File: src/rtl/ej1_moore_rx.sv
// Receiver for the two-bit Moore position code: decodes {B2,B1} to a 2-bit state and turns steps into Up/Down/Err pulses and a signed count.
// Define EJ1_RX_SYNC_EN to place a 2-flop synchronizer on B1/B2, which adds two cycles of latency.
module ej1_moore_rx #(
    parameter int POS_W = 8
) (
    input  logic             Clock,
    input  logic             R,
    input  logic             B1,
    input  logic             B2,
    output logic [1:0]       State,
    output logic             Up,
    output logic             Down,
    output logic             Err,
    output logic             ErrSticky,
    output logic [POS_W-1:0] Pos
);

    localparam logic [POS_W-1:0] POS_ONE = POS_W'(1);

    typedef enum logic {
        MODE_PRIME,
        MODE_TRACK
    } mode_t;

    mode_t      mode_reg;
    logic [1:0] code_smp;
    logic [1:0] cur_state;
    logic [1:0] step_delta;

`ifdef EJ1_RX_SYNC_EN
    localparam int SYNC_STAGES = 2;

    generate
        for (genvar gi = 0; gi < SYNC_STAGES; gi++) begin : g_sync
            logic [1:0] stage_reg;
            if (gi == 0) begin : g_head
                always_ff @(posedge Clock) begin
                    if (R) stage_reg <= 2'b00;
                    else   stage_reg <= {B2, B1};
                end
            end else begin : g_tail
                always_ff @(posedge Clock) begin
                    if (R) stage_reg <= 2'b00;
                    else   stage_reg <= g_sync[gi-1].stage_reg;
                end
            end
        end
    endgenerate

    assign code_smp = g_sync[SYNC_STAGES-1].stage_reg;
`else
    assign code_smp = {B2, B1};
`endif

    // y1 = B2, y2 = B1 ^ B2; code_smp is packed as {B2,B1}
    assign cur_state  = {code_smp[1], code_smp[1] ^ code_smp[0]};
    assign step_delta = cur_state - State;

    always_ff @(posedge Clock) begin
        if (R) begin
            mode_reg  <= MODE_PRIME;
            State     <= 2'd0;
            Up        <= 1'b0;
            Down      <= 1'b0;
            Err       <= 1'b0;
            ErrSticky <= 1'b0;
            Pos       <= '0;
        end else begin
            Up   <= 1'b0;
            Down <= 1'b0;
            Err  <= 1'b0;
            case (mode_reg)
                MODE_PRIME: begin
                    // First sample only establishes the reference state
                    State    <= cur_state;
                    mode_reg <= MODE_TRACK;
                end
                MODE_TRACK: begin
                    case (step_delta)
                        2'd1: begin
                            State <= cur_state;
                            Up    <= 1'b1;
                            Pos   <= Pos + POS_ONE;
                        end
                        2'd3: begin
                            State <= cur_state;
                            Down  <= 1'b1;
                            Pos   <= Pos - POS_ONE;
                        end
                        2'd2: begin
                            State     <= cur_state;
                            Err       <= 1'b1;
                            ErrSticky <= 1'b1;
                        end
                        default: ;
                    endcase
                end
                default: mode_reg <= MODE_PRIME;
            endcase
        end
    end

endmodule
File: config.mk
export PLATFORM = sky130hd
export DESIGN_NAME = ej1_moore_rx
export DESIGN_NICKNAME = d
export VERILOG_FILES = /design/src/rtl/ej1_moore_rx.sv
export SDC_FILE = /design/constraint.sdc
export NUM_CORES = 1
export LEC_CHECK = 0
export ABC_AREA = 1
export BUFFER_PORTS_ARGS = -buffer_cell sky130_fd_sc_hd__buf_2
export CORE_MARGIN = 4
export CORE_UTILIZATION = 25
export DETAILED_ROUTE_END_ITERATION = 10
export GPL_TIMING_DRIVEN = 0
export SYNTH_ARGS = -nofsm -noshare
export SYNTH_HDL_FRONTEND = slang
export SYNTH_SLANG_ARGS = --single-unit
File: constraint.sdc
create_clock -name Clock -period 4.63 [get_ports Clock]
set_input_delay 0.926 -clock Clock [delete_from_list [all_inputs] [get_ports Clock]]
set_output_delay 0.926 -clock Clock [all_outputs]
set_load 0.05 [all_outputs]
Yosys cells after proc, flatten, opt, wreduce, memory -nomap -nowiden --
Cells that the tools add are included.
Storage, ports and cells: flip-flop bits (word level) 15, bits of input ports 4, output and inout bits 14, logic and storage cells 28
Operators by class: add/subtract/negate cells 3, equality and inequality tests 4, mux-type cells 7, bitwise logic cells 2, reductions and logical operators 5
Operators with widths (count):
- one-hot mux 8 bit (2 select lines) | 1
- adder 8 x 1 -> 8 bit (second input constant) | 1
- subtractor 8 x 1 -> 8 bit (second input constant) | 1
- equality test 2 bit (second input constant) | 2
- 2-to-1 mux 1 bit | 4
- one-hot mux 2 bit (2 select lines) | 1
- AND reduction 2 bit | 2
- OR reduction 3 bit | 1
- equality test 2 x 1 -> 1 bit (second input constant) | 1
- 2-to-1 mux 2 bit | 1
- != test 2 bit (second input constant) | 1
- nonzero test 2 bit | 1
- OR reduction 2 bit | 1
- subtractor 2 bit | 1
- NOT 1 bit | 1
- bitwise XOR 1 bit | 1

Depth between registers and ports, before layout --
depth in word-level cells 6, gate-level depth with buffers 16, mapped depth without buffers 16

Worst setup path after synthesis --
Ideal clock, no wire load.
kind input-to-reg, from input B2, to register Pos[4], library setup time 109 ps, data arrival time 2444 ps, data required time 4521 ps, setup slack 2077 ps, stages on the path 15, path through xnor2_1 -> ha_1 -> inv_2 -> nand3_2 -> nand2_1 -> nand2_1 -> ha_1 -> inv_1 -> nand2_2 -> nand2_1 -> nand2_1 -> a21oi_1 -> o21ai_1 -> nand2_1 -> inv_1
Between the ends: longest elaborated chain between the ends 5
RTL lines:
- start, declared | line 9 | input logic B2,
- bitwise XOR 1 bit | line 56 | assign cur_state = {code_smp[1], code_smp[1] ^ code_smp[0]};
- subtractor 2 bit (*) | line 57 | assign step_delta = cur_state - State;
- equality test 2 bit or equality test 2 x 1 -> 1 bit (tied branches) | line 79 | case (step_delta)
- nonzero test 2 bit (no line)
- AND reduction 2 bit (no line)
- end signal, assigned | line 83 | Pos <= Pos + POS_ONE;
- end signal, assigned | line 88 | Pos <= Pos - POS_ONE;
- end, declared | line 15 | output logic [POS_W-1:0] Pos
Mark *: on every way between the ends. The rest lies on a longest branch, timed or not. A chain may end at the register's enable or synchronous reset.

Worst setup path in the final report --
Same ends and word-level chain as after synthesis.

==> reports/qor.csv <==
stage;metric;value;unit
outcome;status;finished, final reports clean;
critical_path;path_delay_family;simple AND/OR/NAND/NOR gates;
power_and_ir_drop;clkPwrFrac;0.226;
clock_network;cts_max_path_buffers;2;
power_and_ir_drop;p_int;0.277;mW
critical_path;crit_path_frequent_cell;nand2_1;
power_and_ir_drop;p_per_area;413;nW/µm²
route;num_vias;1019;
sta;fin_crit_sh;0.568;
clock_network;cts_made_buffers;3;
yosys;yosysTopAreaCellShare;0.289;
grt;antenna_found_initial;0;
clock_network;post_cts_resized;0;
yosys;yosys.area.top_type;dfxtp_1;
floorplan;fp.dieH;72.5;µm
grt;grtUsageTotal;0.100;
power_and_ir_drop;swShare;0.456;
yosys;yosysSeqAreaShare;0.289;
yosys;synth.cell_area;1040;µm²
layout;diodes;0;
clock_network;tritoncts;done;
sta;drv_slew;0;
route;routed_wl;2.31;mm
clock_network;clock_sinks;15;
yosys;ys_ff_latch;15;
sta;hold_slack;461;ps
sta;slew_headroom;0.651;
clock_network;cts_hold_buf;0;
layout;fin_nets;188;
power_and_ir_drop;power.leakage;0.683;nW
sta;setup_violations;0;
layout;drive_above_1_share;0.233;
clock_network;path_clk_slew;80;ps
power_and_ir_drop;p_comb_frac;0.463;
floorplan;die_area;5250;µm²
sta;finalHoldViolCount;0;
yosys;syn-instance-count;160;
sta;fin_setup_tns;0;ps
placed_design;detailed_place_hpwl;1.76;mm
clock_network;htree_levels;1;
critical_path;worst-endpoint-required;4780;ps
job;cap_violations;0;
sta;worstMarginPinSlew;524;ps
yosys;synth_cell_type_count;25;
layout;layout_common_cells;nand2_1, inv_1, buf_2;
worst_hold_path;hold_class;flop to flop;
layout;area_growth;18.4;%
route;drc_errors;0;
sta;finalCriticalPeriod;2630;ps
floorplan;start_util;0.260;
clock_network;clock_latency;260;ps
floorplan;core_area;4000;µm²
grt;overflow;0;
yosys;avgSynthCellArea;6.49;µm²
sta;max_freq;380;MHz
power_and_ir_drop;switchingPower;0.232;mW
yosys;syn_nets;167;
clock_network;cts-root-buf;clkbuf_8;
route;wire_per_inst;10.0;µm
floorplan;fp.dieW;72.5;µm
critical_path;path_class;input pin to flop;
layout;reg_top3;Pos (8), State (2);
sta;rsz0062_at_grt;no;
sta;fin_skew;11.7;ps
power_and_ir_drop;ir_drop;0.000174;V
critical_path;crit_path_max_fanout;10;
grt;grt_pass1_wl;4.20;mm
power_and_ir_drop;seqPwrFrac;0.311;
route;firstDrtPassIters;4;
floorplan;pin_count;18;
placed_design;port_buffers;16;
route;route.antenna.remaining_nets;0;
critical_path;worstPathArrival;2780;ps
route;drt_iter0_drc;31;
critical_path;start_kind;input pin;
layout;largest_reg_flops;8;
critical_path;critical-path-slowest-cell;ha_1;
worst_hold_path;hold-path-cell-count;1;
grt;grt_pass1_vias;957;
critical_path;end_kind;flop;
critical_path;rr_worst_depth;14;
placed_design;place_congestion;0.903;
critical_path;cp_num_buf_inv;4;
critical_path;max_stage_delay;320;ps
yosys;synth_warnings;0;
route;vias_per_cell;4.43;
grt;grt_max_degree;11;
layout;regMostFlops;Pos;
clock_network;cts_setup_buffers;0;
critical_path;crit_chain;buf_2 > xnor2_1 > ha_1 > inv_2 > nand3_2 > nand2_1 > nand2_1 > ha_1 > inv_1 > nand2_2 > nand2_1 > nand2_1 > a21oi_1 > o21ai_1 > nand2_1 > inv_1;
critical_path;cp.depth;16;
layout;mostFrequentLayoutCell;nand2_1;
floorplan;rows;23;
yosys;synth.area.top_cells;dfxtp_1, nand2_1, inv_1;
==> cells in the mapped netlist (all sizes together) <==
cell,instances
a211oi,1
a21o,1
inv,27
xnor2,1
nand2,53
clkbuf,1
buf,4
o21ai,6
nor2,13
xor2,3
ha,3
nor3,1
a21oi,11
nand3,11
dfxtp,15
nand4,9
==> per-stage QoR <==
| step | worst slack (ps) | area (µm²) | instances | total power, mW | util |
|---|---|---|---|---|---|
| 2_1_floorplan | 2080 | 1040 | 160 | 0.353 | - |
| 3_3_place_gp | 1730 | 1180 | 226 | 0.397 | 0.295 |
| 3_5_place_dp | 1740 | 1180 | 226 | 0.398 | 0.295 |
| 4_1_cts | 2000 | 1230 | 230 | 0.516 | 0.307 |
| 5_1_grt | 1750 | 1230 | 230 | 0.549 | 0.307 |
| 6_report | 2000 | 1230 | 230 | 0.509 | 0.307 |
==> layout make-up <==
| class | count | area, µm² |
|---|---|---|
| multi-input combinational | 113 | 598 |
| clock inverter | 1 | 7.51 |
| buffer | 5 | 38.8 |
| clock buffer | 3 | 41.3 |
| fill | 451 | 2770 |
| tap | 50 | 62.6 |
| inverter | 27 | 101 |
| sequential | 15 | 300 |
| timing repair buffer | 16 | 80.1 |
==> power groups by stage <==
stage | clock [mW] | sequential, mW | combinational, mW
floorplan | 0 | 0.212 | 0.141
detailed placement | 0 | 0.161 | 0.237
global placement | 0 | 0.161 | 0.236
global route | 0.124 | 0.161 | 0.265
CTS | 0.121 | 0.159 | 0.237
finish | 0.115 | 0.158 | 0.235
==> kinds of logic after synthesis <==
| family | share of synthesized area |
|---|---|
| simple gates | 0.410 |
| xor+xnor | 0.0337 |
| buf+inv | 0.135 |
| fa+ha+maj | 0.0361 |
| compound gates | 0.0964 |
| flops | 0.289 |
==> worst paths after layout <==
check             slack (ps)  startpoint   endpoint
setup / recovery        2000          B2     Pos[4]
hold / removal           460   ErrSticky  ErrSticky
setup reg to reg        2740    State[0]     Pos[4]
hold reg to reg          460   ErrSticky  ErrSticky
==> layer usage <==
layer  routed length (µm)  GRT usage  up-vias
li1                     -          -      551
met1                 1150      0.131      440
met2                 1000      0.162       23
met3                  125     0.0263        5
met4                   29     0.0307        0
met5                    0          0        -
Power figures use the tool's default switching activity.
